## config.mk

```make
export PLATFORM = sky130hd
export DESIGN_NAME = reg_read_stage
export DESIGN_NICKNAME = d
export VERILOG_FILES = /design/src/rtl/reg_read_stage.sv
export SDC_FILE = /design/constraint.sdc
export NUM_CORES = 1
export LEC_CHECK = 0
export CORE_MARGIN = 10
export CORE_UTILIZATION = 35
export CTS_BUF_LIST = sky130_fd_sc_hd__clkbuf_16
export DETAILED_ROUTE_END_ITERATION = 10
export PLACE_DENSITY_LB_ADDON = 0.05
export SYNTH_ARGS = -nofsm -noshare
export SYNTH_HDL_FRONTEND = slang
export SYNTH_SLANG_ARGS = --single-unit
```

## constraint.sdc

```tcl
create_clock -name clk -period 2.7 [get_ports clk]
set_input_delay 0.54 -clock clk [delete_from_list [all_inputs] [get_ports clk]]
set_output_delay 0.54 -clock clk [all_outputs]
set_load 0.01 [all_outputs]
```

## src/rtl/reg_read_stage.sv

```systemverilog
// Register-read stage: reads operands, tracks in-flight writers in a busy scoreboard, interlocks RAW hazards.
// Optional writeback-to-operand forwarding is enabled by defining RAFI_RR_BYPASS_EN.
package rr_pkg;
  typedef struct packed {
    logic [3:0] aluOp;
    logic       rs1Enable;
    logic       rs2Enable;
    logic       regWriteEnable;
  } Op;

  typedef struct packed {
    logic       valid;
    logic [4:0] cause;
  } TrapInfo;
endpackage

module reg_read_stage #(
  parameter int REG_NUM = 32,
  parameter int XLEN    = 32
) (
  input  logic                clk,
  input  logic                rst,
  input  logic                decValid,
  input  logic [XLEN-1:0]     decPc,
  input  logic [31:0]         decInsn,
  input  rr_pkg::Op           decOp,
  input  logic [11:0]         decCsrAddr,
  input  rr_pkg::TrapInfo     decTrapInfo,
  output logic                decStall,
  output logic [4:0]          rfReadAddr1,
  output logic [4:0]          rfReadAddr2,
  input  logic [XLEN-1:0]     rfReadValue1,
  input  logic [XLEN-1:0]     rfReadValue2,
  input  logic                wbValid,
  input  logic                wbRegWrite,
  input  logic [4:0]          wbRd,
  input  logic [XLEN-1:0]     wbValue,
  input  logic                nextStall,
  input  logic                flush,
  output logic                rrValid,
  output logic [XLEN-1:0]     rrPc,
  output logic [31:0]         rrInsn,
  output rr_pkg::Op           rrOp,
  output logic [11:0]         rrCsrAddr,
  output rr_pkg::TrapInfo     rrTrapInfo,
  output logic [XLEN-1:0]     rrSrcValue1,
  output logic [XLEN-1:0]     rrSrcValue2
);

  logic                valid_q, valid_d;
  logic [XLEN-1:0]     pc_q, pc_d;
  logic [31:0]         insn_q, insn_d;
  rr_pkg::Op           op_q, op_d;
  logic [11:0]         csr_q, csr_d;
  rr_pkg::TrapInfo     trap_q, trap_d;
  logic [XLEN-1:0]     src1_q, src1_d;
  logic [XLEN-1:0]     src2_q, src2_d;
  logic [REG_NUM-1:0]  busy_q, busy_d;

  logic [4:0] rs1, rs2, rd;
  logic       wb_clr, byp1, byp2, hazard1, hazard2, hazard, issue;
  logic [XLEN-1:0] opnd1, opnd2;

  always_comb begin
    rs1    = decInsn[19:15];
    rs2    = decInsn[24:20];
    rd     = decInsn[11:7];
    wb_clr = wbValid && wbRegWrite && (wbRd != 5'd0);
`ifdef RAFI_RR_BYPASS_EN
    byp1   = wb_clr && (wbRd == rs1);
    byp2   = wb_clr && (wbRd == rs2);
`else
    byp1   = 1'b0;
    byp2   = 1'b0;
`endif
    hazard1  = decOp.rs1Enable && (rs1 != 5'd0) && busy_q[rs1] && !byp1;
    hazard2  = decOp.rs2Enable && (rs2 != 5'd0) && busy_q[rs2] && !byp2;
    hazard   = (hazard1 || hazard2) && !decTrapInfo.valid;
    issue    = decValid && !hazard && !nextStall && !flush;
    decStall = decValid && (hazard || nextStall) && !flush;

    // x0 and disabled sources read as zero regardless of regfile contents
    opnd1 = '0;
    if (decOp.rs1Enable && (rs1 != 5'd0)) opnd1 = byp1 ? wbValue : rfReadValue1;
    opnd2 = '0;
    if (decOp.rs2Enable && (rs2 != 5'd0)) opnd2 = byp2 ? wbValue : rfReadValue2;
  end

  always_comb begin
    valid_d = valid_q;
    pc_d    = pc_q;
    insn_d  = insn_q;
    op_d    = op_q;
    csr_d   = csr_q;
    trap_d  = trap_q;
    src1_d  = src1_q;
    src2_d  = src2_q;
    busy_d  = busy_q;

    if (flush) begin
      valid_d = 1'b0;
      busy_d  = '0;
    end else begin
      if (wb_clr) busy_d[wbRd] = 1'b0;
      // the set is applied after the clear so a younger writer of the same rd keeps it busy
      if (issue && decOp.regWriteEnable && (rd != 5'd0) && !decTrapInfo.valid)
        busy_d[rd] = 1'b1;
      if (!nextStall) begin
        valid_d = issue;
        if (issue) begin
          pc_d   = decPc;
          insn_d = decInsn;
          op_d   = decOp;
          csr_d  = decCsrAddr;
          trap_d = decTrapInfo;
          src1_d = opnd1;
          src2_d = opnd2;
        end
      end
    end
  end

  always_ff @(posedge clk) begin
    if (rst) begin
      valid_q <= 1'b0;
      pc_q    <= '0;
      insn_q  <= '0;
      op_q    <= '0;
      csr_q   <= '0;
      trap_q  <= '0;
      src1_q  <= '0;
      src2_q  <= '0;
      busy_q  <= '0;
    end else begin
      valid_q <= valid_d;
      pc_q    <= pc_d;
      insn_q  <= insn_d;
      op_q    <= op_d;
      csr_q   <= csr_d;
      trap_q  <= trap_d;
      src1_q  <= src1_d;
      src2_q  <= src2_d;
      busy_q  <= busy_d;
    end
  end

  assign rfReadAddr1 = rs1;
  assign rfReadAddr2 = rs2;
  assign rrValid     = valid_q;
  assign rrPc        = pc_q;
  assign rrInsn      = insn_q;
  assign rrOp        = op_q;
  assign rrCsrAddr   = csr_q;
  assign rrTrapInfo  = trap_q;
  assign rrSrcValue1 = src1_q;
  assign rrSrcValue2 = src2_q;

endmodule
```

==> summary by stage <==
Timing
In this run the tightest slew margin relative to its limit is between 30% and 40%. Subtracting the final worst setup slack from the clock period gives around 3100 ps. The hold violation count in the final report was 0. The max-slew violation total from the final report is 0. At the pin with the least slew margin, the transition time is approximately 1000 ps. Setup repair after global routing could not meet its margin everywhere. The worst clock skew is about 16 ps. Static timing analysis puts the maximum clock frequency at 317.9 MHz. The post-layout worst setup margin is -446.0 ps. The total setup violations reported at the end of the flow is 1. In the finished design, the share of the clock period the worst path needs comes to 116.5%.

Global routing
The number of antenna violations at the first check in global routing is 0. The aggregate global routing overflow is 0. The largest net degree at the start of global routing is around 220. The total global-route track usage is 20.43%. The number of global-route vias before repair is about 8600. The first-pass GRT wire length is roughly 51000 um.

Clocking
For the worst-skew pair, the clock arrives at the later sink with an insertion delay of between 400 and 500 ps. Counting along the longest clock path gives a buffer depth of 2. The root buffer cell is sky130_fd_sc_hd__clkbuf_16. The H-tree was split into 4 levels. The clock sink count is 186.

After clock tree synthesis, the clock-pin slew on the worst setup and hold paths is around 70 ps. Buffers inserted to repair hold after CTS numbered 0. In this run, CTS created clock tree buffers numbering 17. TritonCTS built the clock tree.

Setup path
For this design, the slowest cell found on the critical path is sky130_fd_sc_hd__or4_1. In this design, the stage delay of the slowest critical-path cell is between 500 and 600 ps. The kind of critical path is input pin to primary output. The signal on the critical path passes through clkdlybuf4s50_1 > buf_6 > or4_1 > o21ai_2 > a221oi_2 > a32oi_2 > o21bai_1 > and3b_2 > buf_6.

Among the stages of the critical path, the cell type that occurs most often is sky130_fd_sc_hd__buf_6. The worst path buffer plus inverter count is 3. The worst setup path is captured at a primary output.

The worst register-to-register path begins at busy_q[15]. The data required time at the worst endpoint is between 2000 and 2500 ps. The slack of the worst reg-to-reg path is ~200 ps. In this run the worst path has a maximum fanout of 7. The worst register-to-register path ends at rrPc[11]. The signal arrival time at the worst endpoint is ~2600 ps. The path depth of the worst reg2reg path is 8.

Among cell families on the critical path, the largest total delay comes from simple AND/OR/NAND/NOR gates. The element type at the critical path start is an input pin.

Floorplanning
The starting utilization of the core area is a little over a third. The row count is 57. The die covers approximately 0.031 mm2.

The core area is ~0.024 mm2. The die outline height is about 180 um. The die width is approximately 180 um.

Pin placement for this block handled between 300 and 400 I/O pins.

Yosys
The distinct cell type count after synthesis is 47. In this run, synthesis inferred 0 flip-flops with an integrated enable. The mean cell area of the mapped netlist is 8.632 um2. Synthesis produced a netlist whose cell count is between 900 and 1000. The flip-flop cell with the highest count after synthesis is sky130_fd_sc_hd__dfxtp_1. The part of the Yosys area used for sequential elements is between 40% and 50%. Sorting the synthesized cells by area gives the leading types as sky130_fd_sc_hd__dfxtp_1, sky130_fd_sc_hd__nand3_1, sky130_fd_sc_hd__o21ai_0. The net count of the mapped netlist is between 1000 and 1500. The synthesized design spends more area on one cell type than any other, namely sky130_fd_sc_hd__dfxtp_1. The number of synthesized register bits is ~190. The area share of the largest cell type after synthesis is roughly 43%.

After synthesis, the share of flip-flops with an asynchronous set or reset is 0%. During synthesis, Yosys emitted a total of 0 warnings. The mapped netlist covers about 0.0086 mm2.

Power and ir drop
The power density over the cells is ~470 mW/mm2. The worst-case IR drop observed on VDD is roughly 0.30 mV. The post-layout total power is between 6 and 7 mW. The leakage power of the design is 4.642 nW.

Hold path
The min-delay analysis places its worst path in the category input pin to flop. The beginning of the worst hold path is rst. Along the worst hold path, the cell count comes to 3. The worst hold path terminates at rrValid.

Run
The number of max-cap violations is 0.

Finish
After routing the design area is approximately 0.013 mm2. Summing all multi-input logic gate instances after layout gives approximately 0.0043 mm2. In the layout the commonest cells are sky130_fd_sc_hd__clkdlybuf4s50_1, sky130_fd_sc_hd__dfxtp_1, sky130_fd_sc_hd__nand3_1. The area taken by flip-flops and latches is between 0.003 and 0.004 mm2. The number of cells in the finished layout apart from fillers is between 1500 and 2000. The final antenna diode count is 0. The commonest non-fill, non-tap cell in the layout is sky130_fd_sc_hd__clkdlybuf4s50_1. After filler insertion, the fill cell instance count of the layout stands at approximately 2300.

The final-stage net count is ~1500. The area added between synthesis and finish is 56.14%. Cells with a size suffix above 1 make up 12.38% of the layout.

Placement
Counting tap cells, the placed design contains a total of roughly 1600 instances. The congestion estimate from routability-driven global placement came to between 0.8 and 0.9. The quantity of I/O buffers inserted on ports is 329.

Detailed placement finished with a half-perimeter wire length of 23720 um. Summing all placed instances gives a cell area of between 0.01 and 0.015 mm2.

Detailed routing
For this block, the initial DRC count from the detailed router was 602. For this block, the routed nets add up to about 33000 um of wire. The first detailed-routing pass ran for 5 iterations.

Dividing the detail-routed wire length by the instance count gives between 15 and 20 um. Detailed routing inserted a total of roughly 8600 vias. In the routed layout, each cell is associated on average with a via count of 5.182. The number of remaining DRC errors is 0. The count of nets left with antenna violations once routing finished came out at 0.

Status
The flow ran to the end, but the final reports show violations. The checks that failed: setup timing.
power by group:
part           internal [mW]  total (mW)  switching, mW
Combinational          0.542       0.976          0.434
Sequential              2.80        2.83         0.0288
Clock                   1.31        2.53           1.22
Total                   4.66        6.34           1.68
sequential cells by signal (all words and copies together) (netlist names):
name,cells
rrCsrAddr,12
rrPc,32
rrValid,1
rrSrcValue2,32
rrInsn,32
busy_q,32
rrSrcValue1,32
rrOp,7
rrTrapInfo,6
worst max-delay path by stage:
| stage | from | end | depth (start not counted) |
|---|---|---|---|
| 2_1_floorplan | decInsn[20] | decStall | 7 |
| 3_3_place_gp | decInsn[20] | decStall | 8 |
| 3_5_place_dp | decInsn[20] | decStall | 8 |
| 4_1_cts | busy_q[13] | decStall | 7 |
| 5_1_grt | decInsn[21] | decStall | 9 |
| 6_report | decInsn[17] | decStall | 9 |
synthesized netlist by cell type, drive strengths merged (3+ instances only):
| cell type | n |
|---|---|
| dfxtp | 186 |
| o21ai | 154 |
| nand3 | 153 |
| a21oi | 96 |
| nor3b | 67 |
| nand2b | 66 |
| clkbuf | 62 |
| buf | 51 |
| nand2 | 34 |
| a32o | 25 |
| mux2i | 18 |
| nor2 | 12 |
| mux4 | 11 |
| nor3 | 8 |
| a21o | 6 |
| inv | 5 |
| nand4 | 5 |
| nor2b | 4 |
| and4b | 3 |
per-layer routing:
metal | global-route usage (%) | vias up | share of wire, %
met2 | 34.55 | 249 | 49
met5 | 0 | - | 0
met1 | 24.90 | 4104 | 42
met4 | 5.954 | 0 | 1.9
li1 | - | 4245 | -
met3 | 5.532 | 30 | 6.5
worst reg2reg max path, stage by stage, from the launching register on:
cell and delay, ps:
sky130_fd_sc_hd__dfxtp_2 330, sky130_fd_sc_hd__mux4_2 460, sky130_fd_sc_hd__mux2_4 270, sky130_fd_sc_hd__a221o_1 360, sky130_fd_sc_hd__buf_4 160, sky130_fd_sc_hd__and4_4 240
sky130_fd_sc_hd__buf_12 200, sky130_fd_sc_hd__o21ai_0 230, sky130_fd_sc_hd__a21oi_1 90
cells by family (layout without fill, tap and decap cells):
group / Yosys count / count (layout) / synth area share (%)
compound gates: 292 / 292 / 19.45
buf+inv: 118 / 467 / 7.262
flops: 186 / 186 / 43.48
mux: 30 / 30 / 5.172
simple gates: 366 / 366 / 24.63
area by class of cell:
type | instances | area share [%]
clock buffer | 17 | 3.182
multi-input combinational | 688 | 31.87
timing repair buffer | 430 | 32.73
clock inverter | 15 | 1.160
sequential | 186 | 27.88
tap | 324 | 3.032
inverter | 5 | 0.1404
timing repair:
| action | 4_1_cts | 5_1_grt |
|---|---|---|
| resized for setup | 15 | 7 |
| setup endpoints to repair | 185 | 82 |
| gates cloned | 0 | 1 |
| pin swaps | 4 | 6 |
| buffers inserted | 2 | 4 |
metrics by stage:
step	TNS, ps	utilization [%]	hold WS [ps]	setup slack (ps)
CTS	-538.6	54.88	418.8	-538.6
finish	-446.0	55.30	440.9	-446.0
detailed placement	-110350	52.42	448.7	-1195
global placement	-103420	52.42	441.9	-1174
global route	-536.9	55.30	444.1	-536.9
floorplan	-111.4	-	447.2	-111.4
Note: power is estimated with default switching activity, not from simulation.
